File: config.mk
export PLATFORM = sky130hd
export DESIGN_NAME = day_offset_calc
export DESIGN_NICKNAME = d
export VERILOG_FILES = /design/src/rtl/cal_pkg.sv /design/src/rtl/day_step.sv /design/src/rtl/day_offset_calc.sv
export SDC_FILE = /design/constraint.sdc
export NUM_CORES = 1
export LEC_CHECK = 0
export CAP_MARGIN = 20
export CORE_MARGIN = 1.5
export CORE_UTILIZATION = 28
export CTS_CLUSTER_DIAMETER = 200
export DETAILED_ROUTE_END_ITERATION = 8
export DONT_BUFFER_PORTS = 1
export SKIP_CTS_REPAIR_TIMING = 1
export SYNTH_ARGS = -nofsm -noshare
export SYNTH_HDL_FRONTEND = slang
export SYNTH_SLANG_ARGS = --single-unit
File: constraint.sdc
create_clock -name clk -period 5.9 [get_ports clk]
set_input_delay 0.295 -clock clk [delete_from_list [all_inputs] [get_ports clk]]
set_output_delay 0.295 -clock clk [all_outputs]
set_load 0.02 [all_outputs]
File: src/rtl/cal_pkg.sv
// Shared types and calendar helpers for the day-offset engine.
// REAL_MONTH_LEN_EN selects the real (non-leap) month-length table.
package cal_pkg;

    typedef enum logic [1:0] {IDLE, STEP, DONE} state_t;

    localparam logic DIR_BACK = 1'b0;
    localparam logic DIR_FWD  = 1'b1;

`ifdef REAL_MONTH_LEN_EN
    // Month 0 or out-of-range months have length 0, which makes any day invalid.
    function automatic logic [31:0] month_len(input logic [31:0] m);
        case (m)
            32'd2:                          return 32'd28;
            32'd4, 32'd6, 32'd9, 32'd11:    return 32'd30;
            32'd1, 32'd3, 32'd5, 32'd7,
            32'd8, 32'd10, 32'd12:          return 32'd31;
            default:                        return 32'd0;
        endcase
    endfunction
`endif

endpackage

File: src/rtl/day_step.sv
// Combinational single-day step forward or backward with month/year rollover.
// Month lengths come from cal_pkg::month_len when REAL_MONTH_LEN_EN is defined.
module day_step
    import cal_pkg::*;
#(
    parameter int unsigned DAYS_PER_MONTH = 30,
    parameter int unsigned MONTHS         = 12,
    parameter int unsigned DAY_W          = 5,
    parameter int unsigned MON_W          = 4
) (
    input  logic [DAY_W-1:0] day,
    input  logic [MON_W-1:0] mon,
    input  logic             dir,
    output logic [DAY_W-1:0] day_n,
    output logic [MON_W-1:0] mon_n,
    output logic             wrap_n
);

    logic [MON_W-1:0] mon_prev;
    logic [MON_W-1:0] mon_next;
    logic [31:0]      len_cur;
    logic [31:0]      len_prev;

    always_comb begin
        mon_prev = (mon == MON_W'(1)) ? MON_W'(MONTHS) : mon - MON_W'(1);
        mon_next = (mon == MON_W'(MONTHS)) ? MON_W'(1) : mon + MON_W'(1);
    end

`ifdef REAL_MONTH_LEN_EN
    assign len_cur  = month_len(32'(mon));
    assign len_prev = month_len(32'(mon_prev));
`else
    assign len_cur  = DAYS_PER_MONTH;
    assign len_prev = DAYS_PER_MONTH;
`endif

    always_comb begin
        day_n  = day;
        mon_n  = mon;
        wrap_n = 1'b0;
        if (dir == DIR_FWD) begin
            if (32'(day) < len_cur) begin
                day_n = day + DAY_W'(1);
            end else begin
                day_n  = DAY_W'(1);
                mon_n  = mon_next;
                wrap_n = (mon == MON_W'(MONTHS));
            end
        end else begin
            if (day > DAY_W'(1)) begin
                day_n = day - DAY_W'(1);
            end else begin
                day_n  = DAY_W'(len_prev);
                mon_n  = mon_prev;
                wrap_n = (mon == MON_W'(1));
            end
        end
    end

endmodule

File: src/rtl/day_offset_calc.sv
// Sequential calendar engine: returns the date N days before/after (day, month), one day per clock.
// REAL_MONTH_LEN_EN enables real month lengths (requires MONTHS == 12 and DAY_W >= 5).
module day_offset_calc
    import cal_pkg::*;
#(
    parameter int unsigned DAYS_PER_MONTH = 30,
    parameter int unsigned MONTHS         = 12,
    parameter int unsigned DAY_W          = 5,
    parameter int unsigned MON_W          = 4,
    parameter int unsigned OFF_W          = 5
) (
    input  logic             clk,
    input  logic             rst_n,
    input  logic             req_valid,
    output logic             req_ready,
    input  logic [DAY_W-1:0] req_day,
    input  logic [MON_W-1:0] req_mon,
    input  logic [OFF_W-1:0] req_off,
    input  logic             req_dir,
    output logic             rsp_valid,
    input  logic             rsp_ready,
    output logic [DAY_W-1:0] rsp_day,
    output logic [MON_W-1:0] rsp_mon,
    output logic             rsp_wrap,
    output logic             rsp_err
);

`ifdef REAL_MONTH_LEN_EN
    if (MONTHS != 12 || DAY_W < 5) begin : g_bad_cfg
        $error("day_offset_calc: real month lengths need MONTHS == 12 and DAY_W >= 5");
    end
`endif

    state_t           state;
    logic [OFF_W-1:0] cnt;
    logic [DAY_W-1:0] cur_day;
    logic [MON_W-1:0] cur_mon;
    logic             cur_dir;
    logic             wrap;

    logic [DAY_W-1:0] day_n;
    logic [MON_W-1:0] mon_n;
    logic             wrap_n;
    logic [31:0]      req_len;
    logic             req_bad;

`ifdef REAL_MONTH_LEN_EN
    assign req_len = month_len(32'(req_mon));
`else
    assign req_len = DAYS_PER_MONTH;
`endif

    assign req_bad = (req_day == '0) || (req_mon == '0) ||
                     (32'(req_mon) > MONTHS) || (32'(req_day) > req_len);

    day_step #(
        .DAYS_PER_MONTH (DAYS_PER_MONTH),
        .MONTHS         (MONTHS),
        .DAY_W          (DAY_W),
        .MON_W          (MON_W)
    ) u_step (
        .day    (cur_day),
        .mon    (cur_mon),
        .dir    (cur_dir),
        .day_n  (day_n),
        .mon_n  (mon_n),
        .wrap_n (wrap_n)
    );

    always_ff @(posedge clk) begin
        if (!rst_n) begin
            state     <= IDLE;
            req_ready <= 1'b1;
            rsp_valid <= 1'b0;
            rsp_day   <= '0;
            rsp_mon   <= '0;
            rsp_wrap  <= 1'b0;
            rsp_err   <= 1'b0;
            cnt       <= '0;
            cur_day   <= '0;
            cur_mon   <= '0;
            cur_dir   <= DIR_BACK;
            wrap      <= 1'b0;
        end else begin
            case (state)
                IDLE: begin
                    if (req_valid && req_ready) begin
                        cur_day   <= req_day;
                        cur_mon   <= req_mon;
                        cur_dir   <= req_dir;
                        cnt       <= req_off;
                        wrap      <= 1'b0;
                        req_ready <= 1'b0;
                        // Errors and zero offsets answer immediately with the inputs echoed.
                        if (req_bad || req_off == '0) begin
                            state     <= DONE;
                            rsp_valid <= 1'b1;
                            rsp_day   <= req_day;
                            rsp_mon   <= req_mon;
                            rsp_wrap  <= 1'b0;
                            rsp_err   <= req_bad;
                        end else begin
                            state <= STEP;
                        end
                    end
                end
                STEP: begin
                    cur_day <= day_n;
                    cur_mon <= mon_n;
                    wrap    <= wrap | wrap_n;
                    cnt     <= cnt - OFF_W'(1);
                    if (cnt == OFF_W'(1)) begin
                        state     <= DONE;
                        rsp_valid <= 1'b1;
                        rsp_day   <= day_n;
                        rsp_mon   <= mon_n;
                        rsp_wrap  <= wrap | wrap_n;
                        rsp_err   <= 1'b0;
                    end
                end
                DONE: begin
                    if (rsp_ready) begin
                        state     <= IDLE;
                        rsp_valid <= 1'b0;
                        req_ready <= 1'b1;
                    end
                end
                default: state <= IDLE;
            endcase
        end
    end

endmodule
=== Word-level counts from Yosys, hierarchy flattened ===
Index checks and enable logic that the tools add are counted.

* Logic and storage cells: 96
* Flip-flop bits (word level): 31
* Input bits: 19

* Multiplexer cells: 47
* Magnitude comparators: 4
* Bitwise logic cells: 1
* Equal/unequal tests: 9
* Reduce and logical (&&, ||, !) cells: 18
* $add $sub $neg: 5

{| class="wikitable"
|+ Operators by type and width
! cell !! count
|-
| 2-to-1 mux 5 bit || 8
|-
| 2-to-1 mux 4 bit || 9
|-
| case mux 5 bit (2 select lines) || 3
|-
| case mux 4 bit (2 select lines) || 2
|-
| 2-to-1 mux 1 bit || 15
|-
| zero test 5 bit || 2
|-
| subtractor 5 x 1 -> 5 bit (second input constant) || 2
|-
| 2-to-1 mux 2 bit || 4
|-
| != test 2 bit (second input constant) || 4
|-
| case mux 1 bit (2 select lines) || 4
|-
| case mux 2 bit (3 select lines) || 1
|-
| AND reduction 3 bit || 2
|-
| adder 5 x 1 -> 5 bit (second input constant) || 1
|-
| equality test 5 x 1 -> 1 bit (second input constant) || 1
|-
| > comparator 5 x 1 -> 1 bit (second input constant) || 1
|-
| > comparator 5 bit (second input constant) || 1
|-
| less-than comparator 5 bit (second input constant) || 1
|-
| AND reduction 5 bit || 1
|-
| adder 4 x 1 -> 4 bit (second input constant) || 1
|-
| equality test 4 x 1 -> 1 bit (second input constant) || 1
|-
| equality test 4 bit (second input constant) || 1
|-
| > comparator 4 bit (second input constant) || 1
|-
| zero test 4 bit || 1
|-
| logical OR 1 bit || 4
|-
| 11 further kinds || 13
|}

=== Longest topological paths before layout ===
Gate-level depths: netlist (run 1).

* Word-level depth: 8
* Depth in mapped cells: 8
* Depth with buffers taken out: 7

=== Hierarchy ===
Synthesis (run 1) repeated with hierarchy kept, for this count alone.

* Cell total of the unflattened synthesis: 306
* Area, all modules: 2351.0 sq um

{| class="wikitable"
|+ By module, submodules not included
! module !! cells an instance !! instances !! area each (sq um)
|-
| day_offset_calc || 229 || 1 || 1833.0
|-
| day_step || 77 || 1 || 518.0
|}

=== Worst setup path before layout (run 1) ===
No wires, ideal clock.

* Path kind: register to register
* Start point: register cur_day[1]
* End point: register cur_mon[2]
* Path slack: 3.908 ns
* Library setup time: 0.086 ns
* Data required time: 5.814 ns
* Path buffers: 1
* Arrival: 1.906 ns
* Cell stages (with the launch flop): 8
* Path through: dfxtp_1 clkbuf_1 inv_1 ha_1 o21bai_2 and3_1 mux4_2 a211oi_1

* Longest elaborated chain between the ends: 4
* Elaborated cells on any way between the ends: 6

{| class="wikitable"
|+ Ends and longest elaborated chain
! element !! RTL line !! RTL
|-
| start: declaration || day_offset_calc.sv:36 || <nowiki>logic [DAY_W-1:0] cur_day;</nowiki>
|-
| start signal: assignment || day_offset_calc.sv:88 || <nowiki>cur_day <= req_day;</nowiki>
|-
| start signal: assignment || day_offset_calc.sv:108 || <nowiki>cur_day <= day_n;</nowiki>
|-
| > comparator 5 x 1 -> 1 bit or less-than comparator 5 bit (tied branches) || day_step.sv:50, day_step.sv:42 ||
|-
| 2-to-1 mux 4 bit (on tied branches) || day_step.sv:50, day_step.sv:42 ||
|-
| 2-to-1 mux 4 bit * || day_step.sv:41 || <nowiki>if (dir == DIR_FWD) begin</nowiki>
|-
| case mux 4 bit (2 select lines) * || day_offset_calc.sv:85 || <nowiki>case (state)</nowiki>
|-
| end signal: assignment || day_offset_calc.sv:89 || <nowiki>cur_mon <= req_mon;</nowiki>
|-
| end signal: assignment || day_offset_calc.sv:109 || <nowiki>cur_mon <= mon_n;</nowiki>
|-
| end: declaration || day_offset_calc.sv:37 || <nowiki>logic [MON_W-1:0] cur_mon;</nowiki>
|}

Mark *: on every way between the ends. The rest lies on a longest branch, timed or not.
A chain may end at the register's enable or synchronous reset.

=== Final worst setup path (run 1) ===
* Start point: register state[0]
* End point: register rsp_mon[3]

* Longest elaborated chain between the ends: 3
* Elaborated cells on any way between the ends: 8

{| class="wikitable"
|+ Ends and longest elaborated chain
! element !! RTL line !! RTL
|-
| start: declaration || day_offset_calc.sv:34 || <nowiki>state_t state;</nowiki>
|-
| start signal: assignment || day_offset_calc.sv:72 || <nowiki>state <= IDLE;</nowiki>
|-
| start signal: assignment || day_offset_calc.sv:96 || <nowiki>state <= DONE;</nowiki>
|-
| start signal: assignment || day_offset_calc.sv:103 || <nowiki>state <= STEP;</nowiki>
|-
| equality test 2 x 1 -> 1 bit or zero test 2 bit (tied branches) || day_offset_calc.sv:85 ||
|-
| != test 2 bit (no source line) or nonzero test 2 bit (tied branches) || -- ||
|-
| AND reduction 4 bit (no source line) || -- ||
|-
| end signal: assignment || day_offset_calc.sv:99 || <nowiki>rsp_mon <= req_mon;</nowiki>
|-
| end signal: assignment || day_offset_calc.sv:116 || <nowiki>rsp_mon <= mon_n;</nowiki>
|-
| end: declaration || day_offset_calc.sv:23 || <nowiki>output logic [MON_W-1:0] rsp_mon,</nowiki>
|}

Parallel ways exist; a longest one is shown, timed or not.

==> metrics.txt, run 1 <==
# TYPE chip_impl_metric gauge
chip_impl_metric{name="synth_enable_flop_cells",unit=""} 0
chip_impl_metric{name="fin_crit_sh",unit="%"} 38.7
chip_impl_metric{name="n_fill_cell",unit=""} 752
chip_impl_metric{name="slew_at_the_pin_with_the_worst_max_slew_slack",unit="ns"} 1.04
chip_impl_metric{name="avgRoutedWirePerCell",unit="µm"} 16.1
chip_impl_info{name="cp_slowest_cell",value="sky130_fd_sc_hd__nor2b_1"} 1
chip_impl_metric{name="worstSkewPairLatency",unit="ns"} 0.28
chip_impl_metric{name="power-per-cell-area",unit="nW/µm²"} 321
chip_impl_metric{name="synth-seq-cells",unit=""} 31
chip_impl_metric{name="antenna_cells_inserted",unit=""} 0
chip_impl_metric{name="start_util",unit="%"} 29.5
chip_impl_metric{name="fin_tns_setup",unit="ns"} 0
chip_impl_info{name="worstPathCellList",value="nor2b_1 -> nand2_1 -> nand2_1 -> o221a_2"} 1
chip_impl_metric{name="clockBufferDepth",unit=""} 2
chip_impl_metric{name="static-leakage-power",unit="nW"} 0.798
chip_impl_metric{name="die_footprint",unit="µm²"} 7790
chip_impl_metric{name="synth-warning-count",unit=""} 0
chip_impl_metric{name="core",unit="µm²"} 6910
chip_impl_metric{name="critical-path-max-stage-delay",unit="ns"} 0.82
chip_impl_metric{name="report.final.setup_viol",unit=""} 0
chip_impl_metric{name="layout.core_utilization",unit="%"} 32.0
chip_impl_metric{name="detail_route.vias_per_cell",unit=""} 5.40
chip_impl_info{name="outcome",value="finished, final reports clean"} 1
chip_impl_metric{name="floorplan.die.width",unit="µm"} 88.2
chip_impl_info{name="clock_tree.root_cell",value="sky130_fd_sc_hd__clkbuf_8"} 1
chip_impl_metric{name="die_height",unit="µm"} 88.2
chip_impl_metric{name="firstDrtPassIters",unit=""} 4
chip_impl_info{name="setup.worst_path.class",value="flip-flop to flip-flop"} 1
chip_impl_metric{name="yosysUniqueCellTypes",unit=""} 55
chip_impl_metric{name="clock_sinks",unit=""} 31
chip_impl_metric{name="area_growth",unit="%"} 8.55
chip_impl_info{name="worst_min_delay_path_category",value="input pin to flip-flop"} 1
chip_impl_metric{name="timing_hold_violations_final",unit=""} 0
chip_impl_metric{name="first_global_vias",unit=""} 1750
chip_impl_metric{name="count_of_unresolved_drc_violations_after_routing",unit=""} 0
chip_impl_metric{name="finalWirelength",unit="µm"} 5600
chip_impl_metric{name="dpl.hpwl",unit="µm"} 4180
chip_impl_metric{name="final_period_minus_worst_setup_slack",unit="ns"} 2.28
chip_impl_metric{name="final_cells",unit=""} 348
chip_impl_info{name="crit_path_frequent_cell",value="sky130_fd_sc_hd__nand2_1"} 1
chip_impl_metric{name="worstPathRequired",unit="ns"} 6.13
chip_impl_metric{name="max_cap_violations",unit=""} 0
chip_impl_metric{name="port_buffers",unit=""} 0
chip_impl_metric{name="multi_input_comb_area",unit="µm²"} 1310
chip_impl_metric{name="layout.nets",unit=""} 278
chip_impl_metric{name="first_pass_grt_wire_length",unit="µm"} 9120
chip_impl_metric{name="grt_overflow_total",unit=""} 0
chip_impl_info{name="commonest_non_fill_non_tap_cell_in_the_layout",value="sky130_fd_sc_hd__nand2_1"} 1
chip_impl_metric{name="ys_async_sr_fraction",unit="%"} 0
chip_impl_metric{name="pre_cts_slack",unit="ns"} 3.67
chip_impl_metric{name="vdd.ir_drop.worst",unit="µV"} 104
chip_impl_metric{name="grt_start_max_net_pins",unit=""} 23
chip_impl_metric{name="cp_num_buf_inv",unit=""} 0
chip_impl_info{name="critical_path.top_delay_family",value="simple AND/OR/NAND/NOR gates"} 1
chip_impl_metric{name="htree_num_levels",unit=""} 2
chip_impl_metric{name="clock-skew-final",unit="ns"} 0.00522
chip_impl_metric{name="drive_gt1_share",unit="%"} 7.54
chip_impl_metric{name="tot_gr_track_use",unit="%"} 15.1
chip_impl_info{name="dominantRegCellSynth",value="sky130_fd_sc_hd__dfxtp_1"} 1
chip_impl_metric{name="synth_sequential_area_ratio",unit="%"} 30.5
chip_impl_info{name="critPathLaunchType",value="flip-flop"} 1
chip_impl_metric{name="post-route-worst-setup-slack",unit="ns"} 3.62
chip_impl_metric{name="timing.critical_path.fanout_max",unit=""} 14
chip_impl_info{name="final_cell_mix",value="sky130_fd_sc_hd__nand2_1, sky130_fd_sc_hd__dfxtp_1, sky130_fd_sc_hd__a21oi_1"} 1
chip_impl_metric{name="cts_made_buffers",unit=""} 5
chip_impl_metric{name="achievable-frequency",unit="MHz"} 438
chip_impl_metric{name="num_rows",unit=""} 30
chip_impl_metric{name="initialDrtViolationCount",unit=""} 107
chip_impl_metric{name="globalplace.congestion",unit=""} 0.851
chip_impl_metric{name="antenna_found_initial",unit=""} 0
chip_impl_metric{name="pin_count",unit=""} 32
chip_impl_metric{name="dp.cells",unit=""} 340
chip_impl_metric{name="register_area",unit="µm²"} 621
chip_impl_metric{name="number_of_max_slew_violations_in_the_final_report",unit=""} 0
chip_impl_metric{name="clk_pin_slew",unit="ns"} 0.07
chip_impl_metric{name="avgSynthCellArea",unit="µm²"} 7.82
chip_impl_metric{name="final_antenna_net_count",unit=""} 0
chip_impl_metric{name="synth_nets",unit=""} 287
chip_impl_info{name="end_kind",value="flip-flop"} 1
chip_impl_metric{name="vias",unit=""} 1880
chip_impl_metric{name="synth_cells",unit=""} 260
chip_impl_info{name="tritoncts",value="done"} 1
chip_impl_metric{name="worst_ep_arrival",unit="ns"} 2.51
chip_impl_info{name="rsz0062_at_grt",value="false"} 1
chip_impl_metric{name="synth.cell_area",unit="µm²"} 2030
chip_impl_metric{name="timing.slew.headroom",unit="%"} 29.7
==> report_power, final <==
part / switching (W) / internal, W / total, W
Clock: 0.0000803 / 0.000137 / 0.000217
Sequential: 0.0000564 / 0.000235 / 0.000291
Combinational: 0.000116 / 0.0000843 / 0.000200
==> final cells by class <==
cell class	count	share of cell area [%]
well taps	96	5.44
clock buffers	6	3.74
flip-flops and latches	31	28.1
clock inverters	2	1.59
multi-input cells	203	59.4
inverters	10	1.70
==> sequential cells by signal, indices dropped and copies added, names as in the netlist, 2 cells and up <==
signal and flops:
cnt 5, cur_mon 4, rsp_mon 4, cur_day 5, state 2, rsp_day 5
==> synthesized netlist by cell type (3+ instances only) <==
cell type | count | area [µm²]
sky130_fd_sc_hd__clkbuf_1 | 12 | 45.0
sky130_fd_sc_hd__a211oi_1 | 6 | 45.0
sky130_fd_sc_hd__o31ai_1 | 7 | 52.6
sky130_fd_sc_hd__nand2_1 | 33 | 124
sky130_fd_sc_hd__dfxtp_1 | 31 | 621
sky130_fd_sc_hd__nand3_1 | 7 | 35.0
sky130_fd_sc_hd__nor2b_1 | 3 | 18.8
sky130_fd_sc_hd__or4_1 | 3 | 22.5
sky130_fd_sc_hd__o21ai_0 | 11 | 55.1
sky130_fd_sc_hd__o221ai_1 | 3 | 26.3
sky130_fd_sc_hd__inv_1 | 9 | 33.8
sky130_fd_sc_hd__and2_1 | 3 | 18.8
sky130_fd_sc_hd__o211ai_1 | 4 | 30.0
sky130_fd_sc_hd__nor2_1 | 22 | 82.6
sky130_fd_sc_hd__nand2b_1 | 3 | 18.8
sky130_fd_sc_hd__nor3_1 | 7 | 35.0
sky130_fd_sc_hd__o21a_1 | 4 | 30.0
sky130_fd_sc_hd__nand4_1 | 5 | 31.3
sky130_fd_sc_hd__and3_1 | 6 | 37.5
sky130_fd_sc_hd__a21oi_1 | 25 | 125
sky130_fd_sc_hd__ha_1 | 8 | 100
sky130_fd_sc_hd__o2111ai_1 | 3 | 26.3
==> worst reg2reg max path, cell delays in order, from the launching register on <==
cell and delay [ns]:
sky130_fd_sc_hd__dfxtp_1 0.46, sky130_fd_sc_hd__nor2b_1 0.82, sky130_fd_sc_hd__nand2_1 0.32, sky130_fd_sc_hd__nand2_1 0.39
sky130_fd_sc_hd__o221a_2 0.24
==> cells by family after synthesis <==
group | share of synthesized area (%)
adder cells (fa/ha/maj) | 4.92
AND/OR/NAND/NOR | 25.7
buffers and inverters | 5.29
flip-flops | 30.5
AO/OA/AOI/OAI | 28.7
multiplexers | 3.20
XOR/XNOR | 1.72
==> final timing paths <==
kind,endpoint,cells after the start,slack (ns),from
setup / recovery,rsp_mon[3],4,3.62,state[0]
hold reg to reg,wrap,2,0.53,wrap
setup reg to reg,rsp_mon[3],4,3.62,state[0]
hold / removal,req_ready,1,0.1,rst_n
==> routing by layer <==
layer,vias up,part of all wire (%),GRT usage (%)
met5,-,0,0
met2,45,47,24.6
met4,0,1.9,4.83
li1,952,-,-
met1,875,44,19.3
met3,8,7.0,4.57
==> through the flow <==
stage	area, µm²	power, W	hold WS (ns)
3_5_place_dp	2090	0.000494	0.386
2_1_floorplan	2030	0.000449	0.431
3_3_place_gp	2090	0.000491	0.387
4_1_cts	2210	0.000712	0.0907
5_1_grt	2210	0.000758	0.0995
6_report	2210	0.000708	0.0996
No activity file was read; power rests on OpenSTA's default activity.
==> run 2, diff against run 1 <==
clock period = 2.1 ns   (was 5.9 ns; I/O delays follow)
==> metrics.txt, run 2 (synthesized netlist as in run 1, its figures left out) <==
# TYPE chip_impl_metric gauge
chip_impl_info{name="outcome",value="finished with violations"} 1
chip_impl_info{name="failed_checks",value="hold timing"} 1
chip_impl_metric{name="globalplace.congestion",unit=""} 0.836
chip_impl_metric{name="area_growth",unit="%"} 21.4
chip_impl_metric{name="layout.core_utilization",unit="%"} 35.8
chip_impl_info{name="final_cell_mix",value="sky130_fd_sc_hd__nand2_1, sky130_fd_sc_hd__dfxtp_1, sky130_fd_sc_hd__a21oi_1"} 1
chip_impl_metric{name="floorplan.die.width",unit="µm"} 88.2
chip_impl_metric{name="power-per-cell-area",unit="nW/µm²"} 864
chip_impl_info{name="critPathLaunchType",value="flip-flop"} 1
chip_impl_metric{name="vdd.ir_drop.worst",unit="µV"} 351
chip_impl_metric{name="pin_count",unit=""} 32
chip_impl_metric{name="finish.instance_area",unit="µm²"} 2470
chip_impl_metric{name="dpl.hpwl",unit="µm"} 4460
chip_impl_metric{name="htree_num_levels",unit=""} 2
chip_impl_metric{name="clockBufferDepth",unit=""} 2
chip_impl_metric{name="placement.cell_area",unit="µm²"} 2240
chip_impl_metric{name="clock_sinks",unit=""} 31
chip_impl_metric{name="achievable-frequency",unit="MHz"} 502
chip_impl_metric{name="core",unit="µm²"} 6910
chip_impl_metric{name="finalHoldWorstSlack",unit="ns"} -0.0453
chip_impl_metric{name="cp_num_buf_inv",unit=""} 1
chip_impl_metric{name="grt_overflow_total",unit=""} 0
chip_impl_metric{name="initialDrtViolationCount",unit=""} 121
chip_impl_metric{name="timing.slew.headroom",unit="%"} 62.7
chip_impl_info{name="tritoncts",value="done"} 1
chip_impl_info{name="worst_min_delay_path_category",value="input pin to flip-flop"} 1
chip_impl_metric{name="layout.nets",unit=""} 306
chip_impl_metric{name="firstDrtPassIters",unit=""} 5
chip_impl_info{name="reg.largest.list",value="cnt x5, cur_day x5, rsp_day x5"} 1
chip_impl_metric{name="worst_ep_arrival",unit="ns"} 2.17
chip_impl_info{name="rsz0062_at_grt",value="false"} 1
chip_impl_metric{name="start_util",unit="%"} 29.5
chip_impl_metric{name="n_fill_cell",unit=""} 745
chip_impl_metric{name="critical-path-max-stage-delay",unit="ns"} 0.50
chip_impl_metric{name="antenna_cells_inserted",unit=""} 0
chip_impl_metric{name="avgRoutedWirePerCell",unit="µm"} 16.0
chip_impl_metric{name="first_global_vias",unit=""} 1820
chip_impl_metric{name="count_of_unresolved_drc_violations_after_routing",unit=""} 0
chip_impl_metric{name="vias",unit=""} 2038
chip_impl_info{name="cp_slowest_cell",value="sky130_fd_sc_hd__or4b_4"} 1
chip_impl_metric{name="drive_gt1_share",unit="%"} 17.9
chip_impl_info{name="commonest_non_fill_non_tap_cell_in_the_layout",value="sky130_fd_sc_hd__nand2_1"} 1
chip_impl_metric{name="worstSkewPairLatency",unit="ns"} 0.28
chip_impl_metric{name="worstPathRequired",unit="ns"} 2.28
chip_impl_info{name="end_kind",value="flip-flop"} 1
chip_impl_metric{name="report.final.setup_viol",unit=""} 0
chip_impl_metric{name="first_pass_grt_wire_length",unit="µm"} 9510
chip_impl_metric{name="slew_at_the_pin_with_the_worst_max_slew_slack",unit="ns"} 0.552
chip_impl_metric{name="clock-skew-final",unit="ns"} 0.00390
chip_impl_info{name="setup.worst_path.class",value="flip-flop to flip-flop"} 1
chip_impl_metric{name="die_footprint",unit="µm²"} 7790
chip_impl_metric{name="clk_pin_slew",unit="ns"} 0.07
chip_impl_info{name="worstPathCellList",value="inv_2 -> ha_2 -> or4b_4 -> a211oi_4 -> o31a_2 -> o32ai_2 -> a41o_1"} 1
chip_impl_info{name="clock_tree.root_cell",value="sky130_fd_sc_hd__clkbuf_8"} 1
chip_impl_metric{name="num_rows",unit=""} 30
chip_impl_metric{name="port_buffers",unit=""} 0
chip_impl_metric{name="finalWirelength",unit="µm"} 6030
chip_impl_metric{name="max_cap_violations",unit=""} 0
chip_impl_metric{name="timing_hold_violations_final",unit=""} 2
chip_impl_metric{name="timing.critical_path.fanout_max",unit=""} 5
chip_impl_info{name="critical_path.top_delay_family",value="compound AO/OA/AOI/OAI gates"} 1
chip_impl_metric{name="final_antenna_net_count",unit=""} 0
chip_impl_metric{name="grt_start_max_net_pins",unit=""} 19
chip_impl_metric{name="die_height",unit="µm"} 88.2
chip_impl_metric{name="fin_crit_sh",unit="%"} 94.9
chip_impl_metric{name="fin_tns_setup",unit="ns"} 0
chip_impl_metric{name="number_of_max_slew_violations_in_the_final_report",unit=""} 0
chip_impl_metric{name="tot_gr_track_use",unit="%"} 15.8
chip_impl_metric{name="final_period_minus_worst_setup_slack",unit="ns"} 1.99
chip_impl_metric{name="antenna_found_initial",unit=""} 0
chip_impl_metric{name="detail_route.vias_per_cell",unit=""} 5.42
chip_impl_metric{name="static-leakage-power",unit="nW"} 0.935
chip_impl_metric{name="cts_made_buffers",unit=""} 5
run 2: changes by cell type in the layout (fill, tap and decap cells not counted), moves of 2 or more:
| cell | delta |
|---|---|
| sky130_fd_sc_hd__buf_4 | +23 |
| sky130_fd_sc_hd__dlygate4sd3_1 | +4 |
| sky130_fd_sc_hd__o32ai_1 | -2 |
| sky130_fd_sc_hd__o32ai_2 | +2 |
run 2: final timing paths:
kind           from         end  slack, ns  cells after the start
max          cnt[1]  rsp_mon[2]       0.11                      7
min           rst_n  cur_mon[0]      -0.05                      2
max reg2reg  cnt[1]  rsp_mon[2]       0.11                      7
min reg2reg    wrap        wrap       0.52                      2
run 2: through the flow:
step | worst slack [ns] | instances | total power, W | hold slack (ns)
floorplan | 0.108 | 260 | 0.00126 | 0.241
global placement | 0.125 | 360 | 0.00148 | 0.201
detailed placement | 0.0561 | 360 | 0.00149 | 0.199
CTS | 0.0357 | 368 | 0.00210 | -0.0950
global route | 0.00318 | 376 | 0.00226 | 0.00346
finish | 0.106 | 376 | 0.00213 | -0.0453
run 2: metal layers:
layer  up-vias  wire length, µm  global-route usage [%]
met3         7              277                    3.64
li1       1012                -                       -
met5         -                0                       0
met1       978             2760                    21.1
met2        41             2950                    26.2
met4         0               41                    3.27
run 2: cell type report:
cell class / count / area, µm² / share of cell area (%)
multi-input cells: 204 / 1360 / 55.1
flip-flops and latches: 31 / 622 / 25.2
repair buffers: 27 / 213 / 8.61
well taps: 96 / 120 / 4.86
clock buffers: 6 / 82.6 / 3.34
inverters: 10 / 37.5 / 1.52
clock inverters: 2 / 35.0 / 1.42
run 2: power breakdown:
group / switching [W] / total, W / leakage, nW / internal (W)
combinational: 0.000414 / 0.000745 / 0.619 / 0.000331
sequential: 0.000115 / 0.000776 / 0.255 / 0.000661
clock: 0.000230 / 0.000614 / 0.0612 / 0.000384
total: 0.000758 / 0.00213 / 0.935 / 0.00138
